**src/rtl/pipeline_hazard_unit.sv**
```systemverilog
// rtl/pipeline_hazard_unit.sv - forwarding select, load-use stall and redirect flush controller
//
// Tracks a shadow copy of the destination/control bits of every stage from
// ID/EX (entry 0) down to the last forwarding stage (entry FWD_STAGES), and
// derives the EX operand forwarding selects plus the stall/flush controls.
//
// Ports:
//   clk, reset                 clock, synchronous active-high reset
//   id_valid                   IF/ID holds a real instruction
//   id_rs1, id_rs2             decoded source registers
//   id_use_rs1, id_use_rs2     source is actually read
//   id_rd                      decoded destination register
//   id_regwrite, id_memread    decoded control bits
//   br_taken                   taken branch resolved at stage BR_RESOLVE
//   fwd_a, fwd_b               EX operand select (0 = regfile, k = stage k)
//   stall                      hold PC and IF/ID, bubble into ID/EX
//   flush_if_id/id_ex/ex_mem   clear the named pipeline buffer
//   stall_cnt, flush_cnt       saturating event counters

module pipeline_hazard_unit #(
  parameter int REG_AW     = 5,
  parameter int FWD_STAGES = 2,
  parameter int LOAD_STAGE = 2,
  parameter int BR_RESOLVE = 1,
  parameter int CNT_W      = 32,
  localparam int FW        = $clog2(FWD_STAGES + 1)
) (
  input  logic              clk,
  input  logic              reset,
  input  logic              id_valid,
  input  logic [REG_AW-1:0] id_rs1,
  input  logic [REG_AW-1:0] id_rs2,
  input  logic              id_use_rs1,
  input  logic              id_use_rs2,
  input  logic [REG_AW-1:0] id_rd,
  input  logic              id_regwrite,
  input  logic              id_memread,
  input  logic              br_taken,
  output logic [FW-1:0]     fwd_a,
  output logic [FW-1:0]     fwd_b,
  output logic              stall,
  output logic              flush_if_id,
  output logic              flush_id_ex,
  output logic              flush_ex_mem,
  output logic [CNT_W-1:0]  stall_cnt,
  output logic [CNT_W-1:0]  flush_cnt
);

  // Shadow pipeline: entry 0 is the instruction in EX.
  logic              s_valid    [0:FWD_STAGES];
  logic [REG_AW-1:0] s_rd       [0:FWD_STAGES];
  logic              s_regwrite [0:FWD_STAGES];
  logic              s_memread  [0:FWD_STAGES];

  // Source fields are only needed for the EX instruction.
  logic [REG_AW-1:0] ex_rs1;
  logic [REG_AW-1:0] ex_rs2;
  logic              ex_use_rs1;
  logic              ex_use_rs2;

  logic redirect;
  logic load_hit;

  assign redirect     = br_taken;
  assign flush_if_id  = redirect;
  assign flush_id_ex  = redirect;
  assign flush_ex_mem = (BR_RESOLVE == 1) ? redirect : 1'b0;

  // Load-use: an ID source depends on a load that will not yet have its
  // data at a forwarding stage when the consumer reaches EX.
  always_comb begin
    load_hit = 1'b0;
    for (int j = 0; j < LOAD_STAGE - 1; j++) begin
      if (s_valid[j] && s_regwrite[j] && s_memread[j] && (s_rd[j] != '0) &&
          ((id_use_rs1 && (s_rd[j] == id_rs1)) ||
           (id_use_rs2 && (s_rd[j] == id_rs2)))) begin
        load_hit = 1'b1;
      end
    end
  end

  // A redirect squashes the consumer anyway, so it wins over the stall.
  assign stall = id_valid & ~redirect & load_hit;

  // Nearest producer wins; a too-young load yields the register file value.
  always_comb begin : fwd_select
    logic done_a;
    logic done_b;
    fwd_a  = '0;
    fwd_b  = '0;
    done_a = 1'b0;
    done_b = 1'b0;
    for (int k = 1; k <= FWD_STAGES; k++) begin
      if (!done_a && ex_use_rs1 && (ex_rs1 != '0) && s_valid[k] &&
          s_regwrite[k] && (s_rd[k] == ex_rs1)) begin
        done_a = 1'b1;
        if (!(s_memread[k] && (k < LOAD_STAGE))) fwd_a = FW'(k);
      end
      if (!done_b && ex_use_rs2 && (ex_rs2 != '0) && s_valid[k] &&
          s_regwrite[k] && (s_rd[k] == ex_rs2)) begin
        done_b = 1'b1;
        if (!(s_memread[k] && (k < LOAD_STAGE))) fwd_b = FW'(k);
      end
    end
  end

  always_ff @(posedge clk) begin
    if (reset) begin
      for (int k = 0; k <= FWD_STAGES; k++) begin
        s_valid[k]    <= 1'b0;
        s_rd[k]       <= '0;
        s_regwrite[k] <= 1'b0;
        s_memread[k]  <= 1'b0;
      end
      ex_rs1     <= '0;
      ex_rs2     <= '0;
      ex_use_rs1 <= 1'b0;
      ex_use_rs2 <= 1'b0;
    end else begin
      s_valid[0]    <= id_valid & ~stall & ~flush_id_ex;
      s_rd[0]       <= id_rd;
      s_regwrite[0] <= id_regwrite;
      s_memread[0]  <= id_memread;
      ex_rs1        <= id_rs1;
      ex_rs2        <= id_rs2;
      ex_use_rs1    <= id_use_rs1;
      ex_use_rs2    <= id_use_rs2;
      for (int k = 1; k <= FWD_STAGES; k++) begin
        s_valid[k]    <= s_valid[k-1];
        s_rd[k]       <= s_rd[k-1];
        s_regwrite[k] <= s_regwrite[k-1];
        s_memread[k]  <= s_memread[k-1];
      end
      // The branch sitting in EX/MEM squashes what is moving into it.
      if (flush_ex_mem) s_valid[1] <= 1'b0;
    end
  end

  always_ff @(posedge clk) begin
    if (reset) begin
      stall_cnt <= '0;
      flush_cnt <= '0;
    end else begin
      if (stall && (stall_cnt != '1)) stall_cnt <= stall_cnt + 1'b1;
      if (redirect && (flush_cnt != '1)) flush_cnt <= flush_cnt + 1'b1;
    end
  end

endmodule

```
**config.mk**
```make
export PLATFORM = sky130hd
export DESIGN_NAME = pipeline_hazard_unit
export DESIGN_NICKNAME = d
export VERILOG_FILES = /design/src/rtl/pipeline_hazard_unit.sv
export SDC_FILE = /design/constraint.sdc
export NUM_CORES = 1
export LEC_CHECK = 0
export CORE_UTILIZATION = 57
export CTS_BUF_LIST = sky130_fd_sc_hd__clkbuf_8
export DETAILED_ROUTE_END_ITERATION = 16
export PLACE_DENSITY = 0.88
export RECOVER_POWER = 100
export SLEW_MARGIN = 20
export SYNTH_ARGS = -nofsm -noshare
export SYNTH_HDL_FRONTEND = slang
export SYNTH_SLANG_ARGS = --single-unit
```
**constraint.sdc**
```tcl
create_clock -name clk -period 4.1 [get_ports clk]
set_input_delay 0.615 -clock clk [delete_from_list [all_inputs] [get_ports clk]]
set_output_delay 0.615 -clock clk [all_outputs]
set_load 0.01 [all_outputs]
```
== Word level (Yosys, flattened, before mapping) ==
Memory sizes are Yosys's and may differ from the RTL's.
Cells that the tools add are included.
Word-level totals
  input port bits: 23
  bits in registers: 76
  memories kept: 4
  bits in writable memories: 24
Cells by class
  $add $sub $neg: 2
  bitwise operators: 19
  eq/ne operators: 8
  reduce and logical (&&, ||, !) cells: 32
  mux-type cells: 27
Memories
  s_rd: words 3, bits a word 5, rd ports 3, clocked after memory_dff 0, wr ports 3, line 51  | logic [REG_AW-1:0] s_rd [0:FWD_STAGES];
  s_memread: words 3, bits a word 1, rd ports 2, clocked after memory_dff 0, wr ports 3, line 53  | logic s_memread [0:FWD_STAGES];
  s_regwrite: words 3, bits a word 1, rd ports 3, clocked after memory_dff 0, wr ports 3, line 52  | logic s_regwrite [0:FWD_STAGES];
  s_valid: words 3, bits a word 1, rd ports 3, clocked after memory_dff 0, wr ports 3, line 50  | logic s_valid [0:FWD_STAGES];
Operators with widths (count)
  $add A32 B1 Y32 const B: 2
  $ne A32 B32 Y1 const B: 2
  $eq A5 B5 Y1: 6
  $logic_and A1 B1 Y1: 26
  $mux W1: 20
  $mux W5: 3
  $reduce_bool A5 Y1: 3
  $or A1 B1 Y1: 13
  $mux W2: 4
  $and A1 B1 Y1: 4
  $logic_not A1 Y1: 2
  $not A1 Y1: 2
  $logic_or A1 B1 Y1: 1

== Longest topological paths before layout ==
  depth after elaboration: 13
  mapped depth: 9
  depth with buffers taken out: 7

== Worst setup path before layout ==
No wires, ideal clock.
  kind: register -> register
  start point: register stall_cnt[0]
  end point: register stall_cnt[21]
  path slack: 1.700 ns
  clock period less this slack: 2.400 ns
  setup time: 0.121 ns
  stages on the path, launching flop included: 9
  arrival time: 2.278 ns
  path through: dfxtp_1 -> ha_1 -> nand3_1 -> or3_1 -> or4_4 -> nand4_2 -> buf_6 -> nor3_2 -> mux2_4
Between the ends
  cells in the longest elaborated chain, start to end: 2
  elaborated cells between the ends (all ways): 3
  those cells by class: 1 x add/sub; 1 x eq/ne; 1 x reduce/logical
RTL lines
  start: declaration: line 45  | output logic [CNT_W-1:0] stall_cnt,
  start signal: assignment: line 144  | if (stall && (stall_cnt != '1)) stall_cnt <= stall_cnt + 1'b1;
  branches (longest 2 deep; another with $add A32 B1 Y32)
Parallel ways; which one is timed is not known.
A chain may end at the register's enable or synchronous reset.

== Worst setup path after layout ==
  start point: input port br_taken
  end point: output port stall
Between the ends
  cells in the longest elaborated chain, start to end: 3
RTL lines
  start: declaration: line 38  | input logic br_taken,
  $not A1 Y1: line 83  | assign stall = id_valid & ~redirect & load_hit;
  $and A1 B1 Y1 (2 in a row): line 83
  end: declaration: line 41  | output logic stall,
Every way passes these cells.

==> results.cfg <==
[run_status]
result_of_the_run = finished, violations left
failed_checks = max-capacitance violations, max-slew violations

[global_routing]
antenna_found_initial = 0
globalRouteOverflowTotal = 0
grt_pass1_vias = 4005
grt_start_max_net_pins = 59
track_usage_pct = 26.5
grt_first_pass_wirelength_mm = 18.2

[drt]
aggregate_routed_wire_length_mm = 11.0
route.detailed.wl_per_inst_um = 15.3
dr.first_iter.drc_count = 154
route.antenna.remaining_nets = 0
drt-vias-per-instance = 5.88
route.detailed.drc = 0
dr.pass1.iters = 4
routed-via-count = 4229

[final_layout]
finalNetCount = 637
final_design_area_no_fill_um2 = 5760
syn_to_final_growth_pct = 24.9
final-seq-area_um2 = 1980
drive_gt1_share_pct = 4.05
antennaDiodeCount = 0
multiInputGateArea_um2 = 2450
nFillCells = 572

[floorplanning]
design.die.area_um2 = 8450
starting_density_of_the_core_pct = 59.4
die_h_um = 92.0
boundaryPins = 95
fp.dieW_um = 92.0
rows = 32
placeableCoreArea_um2 = 7770

[clocking]
cts.root.buffer_cell = sky130_fd_sc_hd__clkbuf_8
numCtsBuffers = 9
numClockSinks = 99
path_clk_slew_ns = 0.10
cts.path.max_buffers = 2
holdBufCountCts = 0
postCtsSetupBuffers = 0
cts_tree = built
cts_repair_resize_count = 0
cts_max_level = 3
worstSkewPairLatency_ns = 0.36

[placement]
gp_congestion = 0.905
placed_area_um2 = 5570
placement.io_buffers = 94
dp_hpwl_mm = 7.77
preCtsSetupSlack_ns = 0.818

[setup_path]
timing.critical_path.max_delay_family = buffers and inverters
critical-path-top-cell-by-count = sky130_fd_sc_hd__clkdlybuf4s50_1
critPathKind = in -> out
critical_path_cell_by_cell = clkdlybuf4s50_1, clkbuf_1, nand2b_1, a211oi_2, and2_0, clkdlybuf4s50_1
top_fanout_value_on_the_critical_path = 16
cp_data_required_time_ns = 3.48
critPathLaunchType = input pin
worst_path_largest_cell_delay_ns = 0.57
cp.arrival_ns = 2.88
timing.critical_path.to_type = output port
crit_slowest_cell = sky130_fd_sc_hd__clkdlybuf4s50_1
crit_buf_inv = 3

[power_and_ir_drop]
p_leak_nw = 2.14
power.switching_fraction_pct = 23.4
sequentialPowerShare_pct = 56.3
ir_drop_v = 0.000179
report.power.total_mw = 1.77
power_density_nw_per_um2 = 308
p_comb_share_pct = 5.7
p_switching_uw = 415
p_int_mw = 1.36
share_of_total_power_in_the_clock_network_pct = 38.1

[synth]
yosys.cell_types.count = 49
synth_top_area_cell = sky130_fd_sc_hd__dfxtp_1
yosys-top-cells-count = 99 x sky130_fd_sc_hd__dfxtp_1, 44 x sky130_fd_sc_hd__nor2_1, 37 x sky130_fd_sc_hd__nor2b_1
ys_seq_area_share_pct = 43.0
muxShareOfSynthArea_pct = 1.71
adder_and_majority_cell_fraction_of_the_synthesized_area_pct = 0.543
synth_compound_gate_area_share_pct = 8.46
dominantRegCellSynth = sky130_fd_sc_hd__dfxtp_1
mappedNetlistArea_um2 = 4610
edff_count_synth = 0
post_synth_inst_count = 529
synth.most_common_cell = sky130_fd_sc_hd__dfxtp_1
synth_top_cell_area_share_pct = 43.0
syn-mean-instance-area_um2 = 8.72
syn-num-nets = 554
dominant_combinational_cell_family_by_area_after_synthesis = simple AND/OR/NAND/NOR gates
synth.ff_latch_count = 99
async_flop_share_pct = 0
post_synth_main_area_contributors = sky130_fd_sc_hd__dfxtp_1 43%, sky130_fd_sc_hd__xnor2_1 6.3%, sky130_fd_sc_hd__nor2b_1 5.0%, sky130_fd_sc_hd__xor2_1 4.2%, sky130_fd_sc_hd__nand4_1 3.7%
synth_xor_xnor_area_share_pct = 10.4
post_synth_and_or_nand_nor_area_fraction_pct = 32.3
yosysWarningCount = 0

[sta]
maxSlewViolCount = 50
period_share_pct = 85.3
tightestPinTransition_ns = 2.04
final.hold.worst_slack_ns = 0.457
grt_setup_unrepaired = no
fin_skew_ns = 0.0115
fin_ws_ns = 0.601
setup_total_neg_slack_ns = 0
finalSetupViolCount = 0
fmaxAchievable_ghz = 0.286
report.final.hold_viol_count = 0
finalCriticalPeriod_ns = 3.50
slew_headroom_pct = -35.9

[worst_hold_path]
worstHoldPathType = reg -> reg

[flow_run]
number_of_max_cap_violations = 1
==> worst register-to-register path, cell delays in order, from the launching register on <==
cell and delay, ns:
sky130_fd_sc_hd__dfxtp_1 0.40, sky130_fd_sc_hd__ha_1 0.19, sky130_fd_sc_hd__nand3_1 0.21, sky130_fd_sc_hd__or3_1 0.47, sky130_fd_sc_hd__or4_1 0.60, sky130_fd_sc_hd__nand3_1 0.52
sky130_fd_sc_hd__mux2i_1 0.27, sky130_fd_sc_hd__nor2_1 0.05
==> metrics by stage <==
stage          util, %  instances
3_3_place_gp      71.8        703
3_5_place_dp      71.8        703
5_1_grt           74.2        719
2_1_floorplan        -        529
4_1_cts           74.6        719
6_report          74.2        719
==> registers in the layout, summed over array words and instances, names as in the netlist <==
name / flops
stall_cnt: 32
ex_use_rs1: 1
s_regwrite: 3
ex_use_rs2: 1
ex_rs1: 5
s_memread: 2
flush_cnt: 32
s_rd: 15
s_valid: 3
ex_rs2: 5
==> path summary, 6_finish.rpt <==
path	startpoint	to	slack, ns	depth (start not counted)
worst max-delay path	br_taken	stall	0.60	6
worst min-delay path	s_memread[0][0]	s_memread[0][1]	0.46	2
worst max register to register	stall_cnt[0]	stall_cnt[1]	1.22	7
worst min register to register	s_memread[0][0]	s_memread[0][1]	0.46	2
==> power by group through the flow <==
stage	combinational (mW)	sequential [mW]	clock, mW
after floorplan	0.0605	1.01	0
after global placement	0.101	1.02	0
after detailed placement	0.105	1.02	0
after CTS	0.105	0.996	0.687
after global routing	0.109	0.999	0.738
final	0.101	0.997	0.674
==> cells by family after synthesis <==
logic type      after synthesis
simple gates                263
xor+xnor                     55
buf+inv                      34
compound gates               69
fa+ha+maj                     2
mux                           7
flops                        99
==> placed cells by master, fill, tap and decap left out, types with 22 or more instances in the layout <==
cell type / instances
sky130_fd_sc_hd__nor2b_1: 37
sky130_fd_sc_hd__a21oi_1: 29
sky130_fd_sc_hd__nand3_1: 26
sky130_fd_sc_hd__xnor2_1: 33
sky130_fd_sc_hd__nand4_1: 27
sky130_fd_sc_hd__clkdlybuf4s50_1: 22
sky130_fd_sc_hd__xor2_1: 22
sky130_fd_sc_hd__or3_1: 25
sky130_fd_sc_hd__dfxtp_1: 99
sky130_fd_sc_hd__nor3_1: 23
sky130_fd_sc_hd__nor2_1: 44
sky130_fd_sc_hd__dlygate4sd3_1: 71
sky130_fd_sc_hd__nand2_1: 28
==> layer usage <==
layer,vias up,routed length [um],GRT usage (%)
met2,145,5670,47.6
li1,2057,-,-
met4,0,201,8.72
met1,2004,4530,31.1
met5,-,0,0
met3,23,576,5.97
==> final cells by class <==
type                       count  share of cell area (%)
clock inverter                 5                    1.17
multi-input combinational    396                    42.5
clock buffer                  11                    2.63
inverter                      10                   0.652
timing repair buffer          96                    16.4
tap                          102                    2.22
sequential                    99                    34.4
No activity file was read; power rests on OpenSTA's default activity.
